$ cat src/rtl/fifo_param.sv
// ---------------------------------------------------------------------------
// fifo_param
// Parameterised synchronous FIFO with first-word fall-through output,
// almost-full / almost-empty flags and registered overflow / underflow pulses.
//
// Parameters
//   width  : data word width in bits
//   depth  : number of storage entries (any value >= 2)
//   af_th  : almost_full asserts when free entries <= af_th
//   ae_th  : almost_empty asserts when occupancy <= ae_th
//   mode   : behaviour of a push into a full FIFO (0 = drop, 1 = overwrite oldest)
//
// Ports
//   clk          : clock, all state changes on the rising edge
//   rst          : asynchronous active-high reset
//   push         : write request, dato_in captured on the same edge
//   pop          : read request, consumes the head word
//   dato_in      : write data
//   dato_out     : head word, forced to 0 while the FIFO is empty
//   pndng        : FIFO holds at least one word
//   full         : count == depth
//   almost_full  : count >= depth - af_th
//   almost_empty : count <= ae_th
//   overflow     : one-cycle pulse after a push (without pop) into a full FIFO
//   underflow    : one-cycle pulse after a pop from an empty FIFO
//   count        : current occupancy
// ---------------------------------------------------------------------------
module fifo_param #(
    parameter int width = 16,
    parameter int depth = 16,
    parameter int af_th = 2,
    parameter int ae_th = 2,
    parameter int mode  = 0
) (
    input  logic                         clk,
    input  logic                         rst,
    input  logic                         push,
    input  logic                         pop,
    input  logic [width-1:0]             dato_in,
    output logic [width-1:0]             dato_out,
    output logic                         pndng,
    output logic                         full,
    output logic                         almost_full,
    output logic                         almost_empty,
    output logic                         overflow,
    output logic                         underflow,
    output logic [$clog2(depth+1)-1:0]   count
);

    localparam int CW = $clog2(depth + 1);
    localparam int PW = $clog2(depth);

    localparam logic [CW-1:0] FULL_LEVEL = CW'(depth);
    localparam logic [CW-1:0] AF_LEVEL   = CW'(depth - af_th);
    localparam logic [CW-1:0] AE_LEVEL   = CW'(ae_th);
    localparam logic [PW-1:0] LAST_IDX   = PW'(depth - 1);

    logic [width-1:0] mem [depth];
    logic [PW-1:0]    wr_ptr;
    logic [PW-1:0]    rd_ptr;
    logic [CW-1:0]    count_next;
    logic             is_empty;
    logic             is_full;
    logic             do_write;
    logic             do_advance_rd;

    // Pointers wrap explicitly at depth-1 so non-power-of-two depths work.
    function automatic logic [PW-1:0] next_ptr(input logic [PW-1:0] p);
        return (p == LAST_IDX) ? '0 : p + PW'(1);
    endfunction

    // Status flags depend only on the registered occupancy.
    assign is_empty     = (count == '0);
    assign is_full      = (count == FULL_LEVEL);
    assign pndng        = !is_empty;
    assign full         = is_full;
    assign almost_full  = (count >= AF_LEVEL);
    assign almost_empty = (count <= AE_LEVEL);
    assign dato_out     = pndng ? mem[rd_ptr] : '0;

    // A write lands when there is room, when a simultaneous pop frees the
    // head slot, or when overwrite mode sacrifices the oldest word. The read
    // pointer moves on a real pop, and also on an overwrite so that the
    // oldest word is the one that disappears.
    always_comb begin
        do_write      = push && (!is_full || pop || (mode == 1));
        do_advance_rd = (pop && !is_empty) || (push && !pop && is_full && (mode == 1));
        count_next    = count;
        case ({do_write, do_advance_rd})
            2'b10:   count_next = count + CW'(1);
            2'b01:   count_next = count - CW'(1);
            default: count_next = count;
        endcase
    end

    // Pointer, occupancy and error-pulse registers. The pulses are recomputed
    // every edge, so each lasts exactly one cycle after the offending request.
    always_ff @(posedge clk or posedge rst) begin
        if (rst) begin
            wr_ptr    <= '0;
            rd_ptr    <= '0;
            count     <= '0;
            overflow  <= 1'b0;
            underflow <= 1'b0;
        end else begin
            if (do_write) begin
                wr_ptr <= next_ptr(wr_ptr);
            end
            if (do_advance_rd) begin
                rd_ptr <= next_ptr(rd_ptr);
            end
            count     <= count_next;
            overflow  <= push && !pop && is_full;
            underflow <= pop && is_empty;
        end
    end

    // Storage is deliberately left out of reset; the empty flag masks any
    // stale contents on dato_out.
    always_ff @(posedge clk) begin
        if (do_write) begin
            mem[wr_ptr] <= dato_in;
        end
    end

endmodule

$ cat config.mk
export PLATFORM = sky130hd
export DESIGN_NAME = fifo_param
export DESIGN_NICKNAME = d
export VERILOG_FILES = /design/src/rtl/fifo_param.sv
export SDC_FILE = /design/constraint.sdc
export NUM_CORES = 1
export LEC_CHECK = 0
export CAP_MARGIN = 5
export CORE_MARGIN = 2
export CORE_UTILIZATION = 65
export CTS_CLUSTER_SIZE = 8
export DETAILED_ROUTE_END_ITERATION = 10
export GPL_ROUTABILITY_DRIVEN = 0
export GPL_TIMING_DRIVEN = 0
export MAX_ROUTING_LAYER = met4
export PLACE_DENSITY = 0.82
export SYNTH_ARGS = -nofsm -noshare
export SYNTH_HDL_FRONTEND = slang
export SYNTH_SLANG_ARGS = --single-unit
$ cat constraint.sdc
create_clock -name clk -period 8.29 [get_ports clk]
set_input_delay 1.658 -clock clk [delete_from_list [all_inputs] [get_ports clk]]
set_output_delay 1.658 -clock clk [all_outputs]
set_load 0.005 [all_outputs]
# Word level (Yosys, flattened, before mapping)

Memories as Yosys holds them, arrays and structs flattened.
Cells that the tools add are included.

Register bits: 15
Logic and storage cells: 34
Bits of input ports: 20
Memory bits (writable): 256
Memories: 1

Memory list:

| memory | words | bits a word | read ports | clocked after memory_dff | write ports | RTL line | text |
|---|---|---|---|---|---|---|---|
| mem    | 16    | 16          | 1          | 0                        | 1           | 58       | `logic [width-1:0] mem [depth];` |

Add/subtract/negate cells: 4
Multiplexer cells: 6
Eq/ne operators: 5
Reduce and logical (&&, ||, !) cells: 11
Order comparisons: 2

Operators with widths:

| kind                                                               | count |
|---|---|
| 2-to-1 mux 16 bit                                                  | 1 |
| one-hot mux 5 bit (2 select lines)                                 | 1 |
| adder 4 x 1 -> 4 bit (second input constant)                       | 2 |
| equality test 4 bit (second input constant)                        | 2 |
| 2-to-1 mux 4 bit                                                   | 2 |
| adder 5 x 1 -> 5 bit (second input constant)                       | 1 |
| equality test 5 bit (second input constant)                        | 1 |
| greater-or-equal comparator 5 x 4 -> 1 bit (second input constant) | 1 |
| <= comparator 5 x 2 -> 1 bit (second input constant)               | 1 |
| logical AND 1 bit                                                  | 5 |
| logical NOT 5 bit                                                  | 1 |
| subtractor 5 x 1 -> 5 bit (second input constant)                  | 1 |
| logical NOT 1 bit                                                  | 3 |
| equality test 2 x 1 -> 1 bit (second input constant)               | 1 |
| equality test 2 bit (second input constant)                        | 1 |
| 2-to-1 mux 1 bit                                                   | 2 |
| nonzero test 2 bit                                                 | 1 |
| logical OR 1 bit                                                   | 1 |

# Logic depth before layout (Yosys ltp)

Gate-level depths: netlist (run 1).

Word-level depth: 6
Depth in mapped cells: 13
Mapped depth without buffers: 11

# Worst setup path before layout (run 1)

OpenSTA, ideal clock, no wires.

Path kind: input to register
Start: input port pop
End: memory mem[0][0], enable pin
Stages on the path: 4
Arrival time: 3170 ps
Setup time: 409 ps
Data required time: 7881 ps
Path slack: 4711 ps
Buffers on the path: 1
Path through: o31a_1 buf_6 nand2_1 nor3_1

Word-level cells in the longest chain between the ends: 4

Ends and longest elaborated chain:

| item                                   | RTL line | text |
|---|---|---|
| from (decl)                            | 38       | `input logic pop,` |
| logical OR 1 bit                       | 86       | `do_write = push && (!is_full \|\| pop \|\| (mode == 1));` |
| logical AND 1 bit                      | 86       |  |
| 2-to-1 mux 1 bit                       | 121      | `if (do_write) begin` |
| 2-to-1 mux 1 bit (not written as such) | 122      | `mem[wr_ptr] <= dato_in;` |
| to (decl)                              | 58       |  |

Every way passes these cells.

# Worst setup path after layout (run 1)

Start: register rd_ptr[1]
End: output port dato_out[9]

Word-level cells in the longest chain between the ends: 2

Ends and longest elaborated chain:

| item                      | RTL line | text |
|---|---|---|
| from (decl)               | 60       | `logic [PW-1:0] rd_ptr;` |
| from (signal assigned)    | 110      | `rd_ptr <= next_ptr(rd_ptr);` |
| memory read (16 x 16 bit) | n/a      |  |
| 2-to-1 mux 16 bit         | 79       | `assign dato_out = pndng ? mem[rd_ptr] : '0;` |
| to (decl)                 | 40       | `output logic [width-1:0] dato_out,` |

Every way passes these cells.

==> results of run 1 <==
registers in the layout (all words and copies together) (netlist names):
signal and cells:
underflow 1, wr_ptr 4, count 5, mem 256, overflow 1, rd_ptr 4
metrics by stage:
step                utilization (%)  total power (W)
floorplan                         -          0.00258
global placement               71.5          0.00307
detailed placement             73.1          0.00316
CTS                            79.8          0.00460
global route                   79.8          0.00475
finish                         79.8          0.00460
routing by layer:
layer | part of all wire, % | routed length, um
met4 | 2.9 | 742
met1 | 38 | 9700
met3 | 8.4 | 2140
met5 | 0 | 0
met2 | 51 | 12900
layout make-up:
type | instances | area, sq um | area share (%)
Buffer | 29 | 154 | 1.20
Clock buffer | 52 | 1050 | 8.19
Clock inverter | 2 | 25.0 | 0.196
Inverter | 7 | 27.5 | 0.215
Multi-Input combinational cell | 207 | 2520 | 19.7
Sequential cell | 271 | 8060 | 63.1
Tap cell | 216 | 270 | 2.12
Timing Repair Buffer | 62 | 671 | 5.25
power groups by stage:
stage / combinational, W / clock, W / sequential, W
4_1_cts: 0.00148 / 0.00142 / 0.00170
5_1_grt: 0.00157 / 0.00147 / 0.00171
3_3_place_gp: 0.00136 / 0 / 0.00171
2_1_floorplan: 0.000875 / 0 / 0.00170
6_report: 0.00150 / 0.00140 / 0.00170
3_5_place_dp: 0.00144 / 0 / 0.00172
cells in the mapped netlist:
cell	count	area (sq um)
a21oi_1	4	20.0
o21ai_0	7	35.0
and3b_1	1	8.76
nand2_1	12	45.0
nand2b_1	2	12.5
mux4_2	62	1400
mux2_2	5	56.3
nor2_1	15	56.3
or2_2	1	6.26
clkbuf_1	10	37.5
mux2i_1	32	320
a211oi_1	1	7.51
o31a_1	1	8.76
nor2b_1	2	12.5
nor3_1	5	25.0
nor4b_1	1	8.76
buf_1	2	7.51
a2111oi_0	1	8.76
clkinv_2	1	5.00
o41ai_1	1	8.76
xor2_1	4	35.0
nand2_8	1	20.0
inv_1	6	22.5
ha_1	8	100
buf_2	12	60.1
o31ai_1	2	15.0
a22oi_1	3	22.5
a21o_1	2	15.0
o22ai_1	16	100
nor4_1	1	6.26
and3_1	1	6.26
or4_4	1	11.3
a31oi_1	4	25.0
edfxtp_1	256	7690
xnor2_1	4	35.0
buf_4	2	15.0
nand3_1	5	25.0
o211ai_1	1	7.51
dfrtp_1	15	375
nand3b_1	1	7.51
buf_6	3	33.8
kinds of logic (layout without fill, tap and decap cells):
group	count (synthesis)	in the layout	synth area share, %
adder cells (fa/ha/maj)	8	8	0.934
buffers and inverters	36	152	1.69
AND/OR/NAND/NOR	49	49	2.35
flip-flops	271	271	75.3
XOR/XNOR	8	8	0.654
AO/OA/AOI/OAI	43	43	2.56
multiplexers	99	99	16.5
cells in the final DEF (no fill, tap or decap), drive strengths merged, types with 2 or more instances in the layout:
cell type	instances
a21o	2
a21oi	4
a22oi	3
a31oi	4
buf	35
clkbuf	62
clkdlybuf4s50	46
clkinv	2
dfrtp	15
edfxtp	256
ha	8
inv	7
mux2	5
mux2i	32
mux4	62
nand2	13
nand2b	2
nand3	5
nor2	15
nor2b	2
nor3	5
o21ai	7
o22ai	16
o31ai	2
xnor2	4
xor2	4
worst paths after layout:
check	start	to	slack (ns)	cells past startpoint
worst min-delay path	rd_ptr[2]	rd_ptr[2]	0.56	1
worst max register to register	count[3]	count[4]	4.89	13
worst min register to register	rd_ptr[2]	rd_ptr[2]	0.56	1
worst max-delay path	rd_ptr[1]	dato_out[9]	3.27	7
max in group asynchronous	rst	wr_ptr[2]	6.35	2
min in group asynchronous	rst	rd_ptr[1]	1.53	2
==> impl_metrics.yaml, run 1 <==
setup_path:
  crit_path_max_fanout: 10
  critPathSlowestCell: "clkdlybuf4s50_1"
  cp_top_family: "buffers and inverters"
  critPathBufInv: 4
  cp-end-kind: "output pin"
  startpoint_type: "flip-flop"
  slowest_delay_ns: 0.48
  worstPathCellList: "clkbuf_1 -> buf_2 -> buf_2 -> mux4_2 -> mux2i_1 -> o22ai_1 -> clkdlybuf4s50_1"
  cp.required_ns: 6.63
  critPathMostFrequentCell: "buf_2"
  worstSetupPathType: "flip-flop to output pin"
  critPathArrivalTime_ns: 3.37
yosys:
  seq_area_frac_synth_pct: 75.3
  synth_area_sq_um: 10700
  synth_seq_cells: 271
  yosys_warnings: 0
  synth_nets: 542
  synth.avg_cell_area_sq_um: 20.8
  post_synth_num_cell_types: 41
  synthCells: 514
power:
  seqPwrFrac_pct: 37.0
  p_switching_w: 0.00139
  powerDensity_nw_per_um2: 360
  p_clk_share_pct: 30.5
  irDropWorstVdd_mv: 0.275
  leakagePower_nw: 4.22
  swShare_pct: 30.2
  power.internal_w: 0.00321
  p_comb_share_pct: 32.5
sta:
  hold_violations: 0
  setup_tns_ns: 0
  finalCriticalPeriod_ns: 5.02
  rsz0062_at_grt: "no"
  worstMarginPinSlew_ns: 1.04
  setup_violations: 0
  timing.final.ws_setup_ns: 3.27
  drv_slew: 0
  whs_ns: 0.562
  relSlewSlack_pct: 30.2
  max_freq_mhz: 199
  skew_ns: 0.00947
  fin_crit_sh_pct: 60.6
grt:
  top_usage_layer: "met2"
  grt_usage_pct: 31.2
  grt_overflow_total: 0
  grt_max_degree: 17
  antenna_found_initial: 0
  met1_usage_pct: 42.5
  met3_usage_pct: 5.00
  grt_pass1_wl_mm: 38.5
  use_met2_pct: 49.6
  grt_pass1_vias: 6065
placed_design:
  dp_cells: 792
  pre_cts_slack_ns: 3.97
  place_area_sq_um: 11700
  post-dp-hpwl_mm: 14.8
  port_buffers: 46
clock_network:
  numCtsBuffers: 39
  cts_resized: 0
  cts_tree: "yes"
  path_clk_slew_ns: 0.05
  cts.sinks: 271
  post_cts_buffers: 0
  clkLatencyLatePin_ns: 0.51
  cts-root-buf: "clkbuf_16"
  hold_buffers: 0
  max-clock-path-buffers: 3
  h-tree-depth: 2
drt:
  firstDrtPassIters: 5
  vias: 5790
  wire_per_inst_um: 30.2
  drt_iter0_drc: 840
  drt_wl_total_mm: 25.5
  via_per_inst: 6.84
  ant_nets: 0
  drc: 0
layout:
  syn2layout_area_growth_pct: 19.2
  num_antenna_cells: 0
  nets: 645
  design_area_sq_um: 12800
  fillCellCount: 802
  instances_no_fill: 846
  drive_gt1_share_pct: 25.7
die:
  die_h_um: 132
  dieArea_sq_um: 17500
  core_area_sq_um: 16000
  die_x_um: 132
  pin_count: 47
  start_util_pct: 67.0
  placementRows: 46
outcome:
  status: "finished, final reports clean"
min_path:
  hold_class: "flip-flop to flip-flop"
job:
  maxCapViolCount: 0
(Power assumes the default switching activity.)
==> run 2, diff against run 1 <==
Settings changed: CORE_UTILIZATION 65 to 54, PLACE_DENSITY 0.82 to 0.72.
Clock period 8.29 ns to 4.1 ns, I/O delays scaled along.
==> run 2 against run 1 <==
  * Global-route usage shrank 7.3 points
  * Sequential share of layout area shrank 0.49 points
  * Non-clock buffer count stayed put
  * Clock skew grew 0.0030 ns
  * First-iteration DRC count is 43% lower
  * Clock power rose by 100%
  * Final area increased by 0.78%
  * Wire length is 9.3% lower
  * Largest power group unchanged
==> impl_metrics.yaml, run 2 (same netlist as run 1, synthesis figures left out) <==
clock_network:
  cts.sinks: 271
  path_clk_slew_ns: 0.05
  cts-root-buf: "clkbuf_16"
  post_cts_buffers: 0
  cts_resized: 0
  numCtsBuffers: 39
  max-clock-path-buffers: 3
  clkLatencyLatePin_ns: 0.52
  h-tree-depth: 2
  hold_buffers: 0
  cts_tree: "yes"
layout:
  fillCellCount: 1243
  ff_latch_area_sq_um: 8060
  largest-register: "mem"
  nets: 645
  num_antenna_cells: 0
  mostFrequentLayoutCells: "edfxtp_1, mux4_2, clkdlybuf4s50_1"
  design_area_sq_um: 12900
  drive_gt1_share_pct: 25.8
  layout_commonest_cell: "edfxtp_1"
  reg_top3: "mem (256), count (5)"
  multi_input_area_sq_um: 2520
  largest_reg_flops: 256
  syn2layout_area_growth_pct: 20.2
sta:
  hold_violations: 0
  fin_crit_sh_pct: 97.6
  whs_ns: 0.565
  rsz0062_at_grt: "yes"
  relSlewSlack_pct: 35.0
  worstMarginPinSlew_ns: 0.975
  setup_violations: 0
  max_freq_mhz: 250
  finalCriticalPeriod_ns: 4.00
  skew_ns: 0.0124
  setup_tns_ns: 0
  timing.final.ws_setup_ns: 0.0969
  drv_slew: 0
setup_path:
  cp-end-kind: "output pin"
  worst-r2r-cell-count: 13
  slowest_delay_ns: 0.58
  startpoint_type: "flip-flop"
  cp.required_ns: 3.28
  crit_path_max_fanout: 10
  critPathSlowestCell: "clkdlybuf4s50_1"
  worstPathCellList: "clkbuf_1 -> buf_2 -> buf_2 -> mux4_2 -> mux2i_1 -> o22ai_1 -> clkdlybuf4s50_1"
  critPathArrivalTime_ns: 3.18
  worstSetupPathType: "flip-flop to output pin"
  critPathMostFrequentCell: "buf_2"
grt:
  grt_max_degree: 17
  grt_pass1_wl_mm: 34.6
  grt_pass1_vias: 5652
  grt_overflow_total: 0
  antenna_found_initial: 0
  grt_usage_pct: 23.9
die:
  placementRows: 51
  die_h_um: 145
  dieArea_sq_um: 21000
  start_util_pct: 55.0
  core_area_sq_um: 19500
  die_x_um: 145
  pin_count: 47
drt:
  via_per_inst: 6.08
  drc: 0
  drt_wl_total_mm: 23.1
  vias: 5450
  wire_per_inst_um: 25.8
  drt_iter0_drc: 480
  firstDrtPassIters: 5
  ant_nets: 0
job:
  maxCapViolCount: 0
placed_design:
  pre_cts_slack_ns: 0.590
  place_area_sq_um: 11800
  port_buffers: 46
  post-dp-hpwl_mm: 15.3
min_path:
  hold_class: "flip-flop to flip-flop"
  holdPathStages: 1
power:
  powerDensity_nw_per_um2: 714
  irDropWorstVdd_mv: 0.430
  leakagePower_nw: 4.24
  p_total_w: 0.00919
outcome:
  status: "finished, final reports clean"
## run 2: changes by cell type in the layout (fill, tap and decap cells not counted), sizes merged
cell           previous run  this run
clkdlybuf4s15             0         1
## run 2: area by class of cell
cell class,instances,share of cell area (%)
Buffer,29,1.25
Clock buffer,53,8.15
Clock inverter,2,0.194
Inverter,7,0.214
Multi-Input combinational cell,207,19.6
Sequential cell,271,62.6
Tap cell,265,2.58
Timing Repair Buffer,62,5.42
## run 2: where the power goes
group          total (W)  internal, W  switching, W
Combinational    0.00294      0.00141       0.00153
Sequential       0.00342      0.00333     0.0000977
Clock            0.00283      0.00176       0.00107
Total            0.00919      0.00650       0.00270
## run 2: worst max-delay path: cells and delay by family, from the launching register on
family / cells / cell delay [ns]
compound gates: 1 / 0.35
mux: 2 / 0.35
flops: 1 / 0.34
buf+inv: 4 / 1.61
## run 2: metrics by stage
| step | cells | utilization, % |
|---|---|---|
| after floorplan | 514 | - |
| after global placement | 825 | 59.1 |
| after detailed placement | 841 | 60.6 |
| after CTS | 896 | 66.1 |
| after global routing | 896 | 66.2 |
| final | 896 | 66.2 |
## run 2: worst paths after layout
check	to	slack (ns)	start
min in group asynchronous	overflow	0.69	rst
max in group asynchronous	wr_ptr[2]	3.00	rst
setup / recovery	dato_out[9]	0.1	rd_ptr[1]
hold reg to reg	rd_ptr[2]	0.56	rd_ptr[2]
setup reg to reg	count[4]	0.76	count[3]
hold / removal	rd_ptr[2]	0.56	rd_ptr[2]
## run 2: per-layer routing
metal | up-vias | GRT usage [%] | part of all wire (%)
met1 | 2873 | 30.5 | 40
li1 | 2332 | - | -
met3 | 32 | 4.24 | 5.4
met4 | 0 | 6.54 | 1.6
met5 | - | - | 0
met2 | 213 | 40.3 | 53
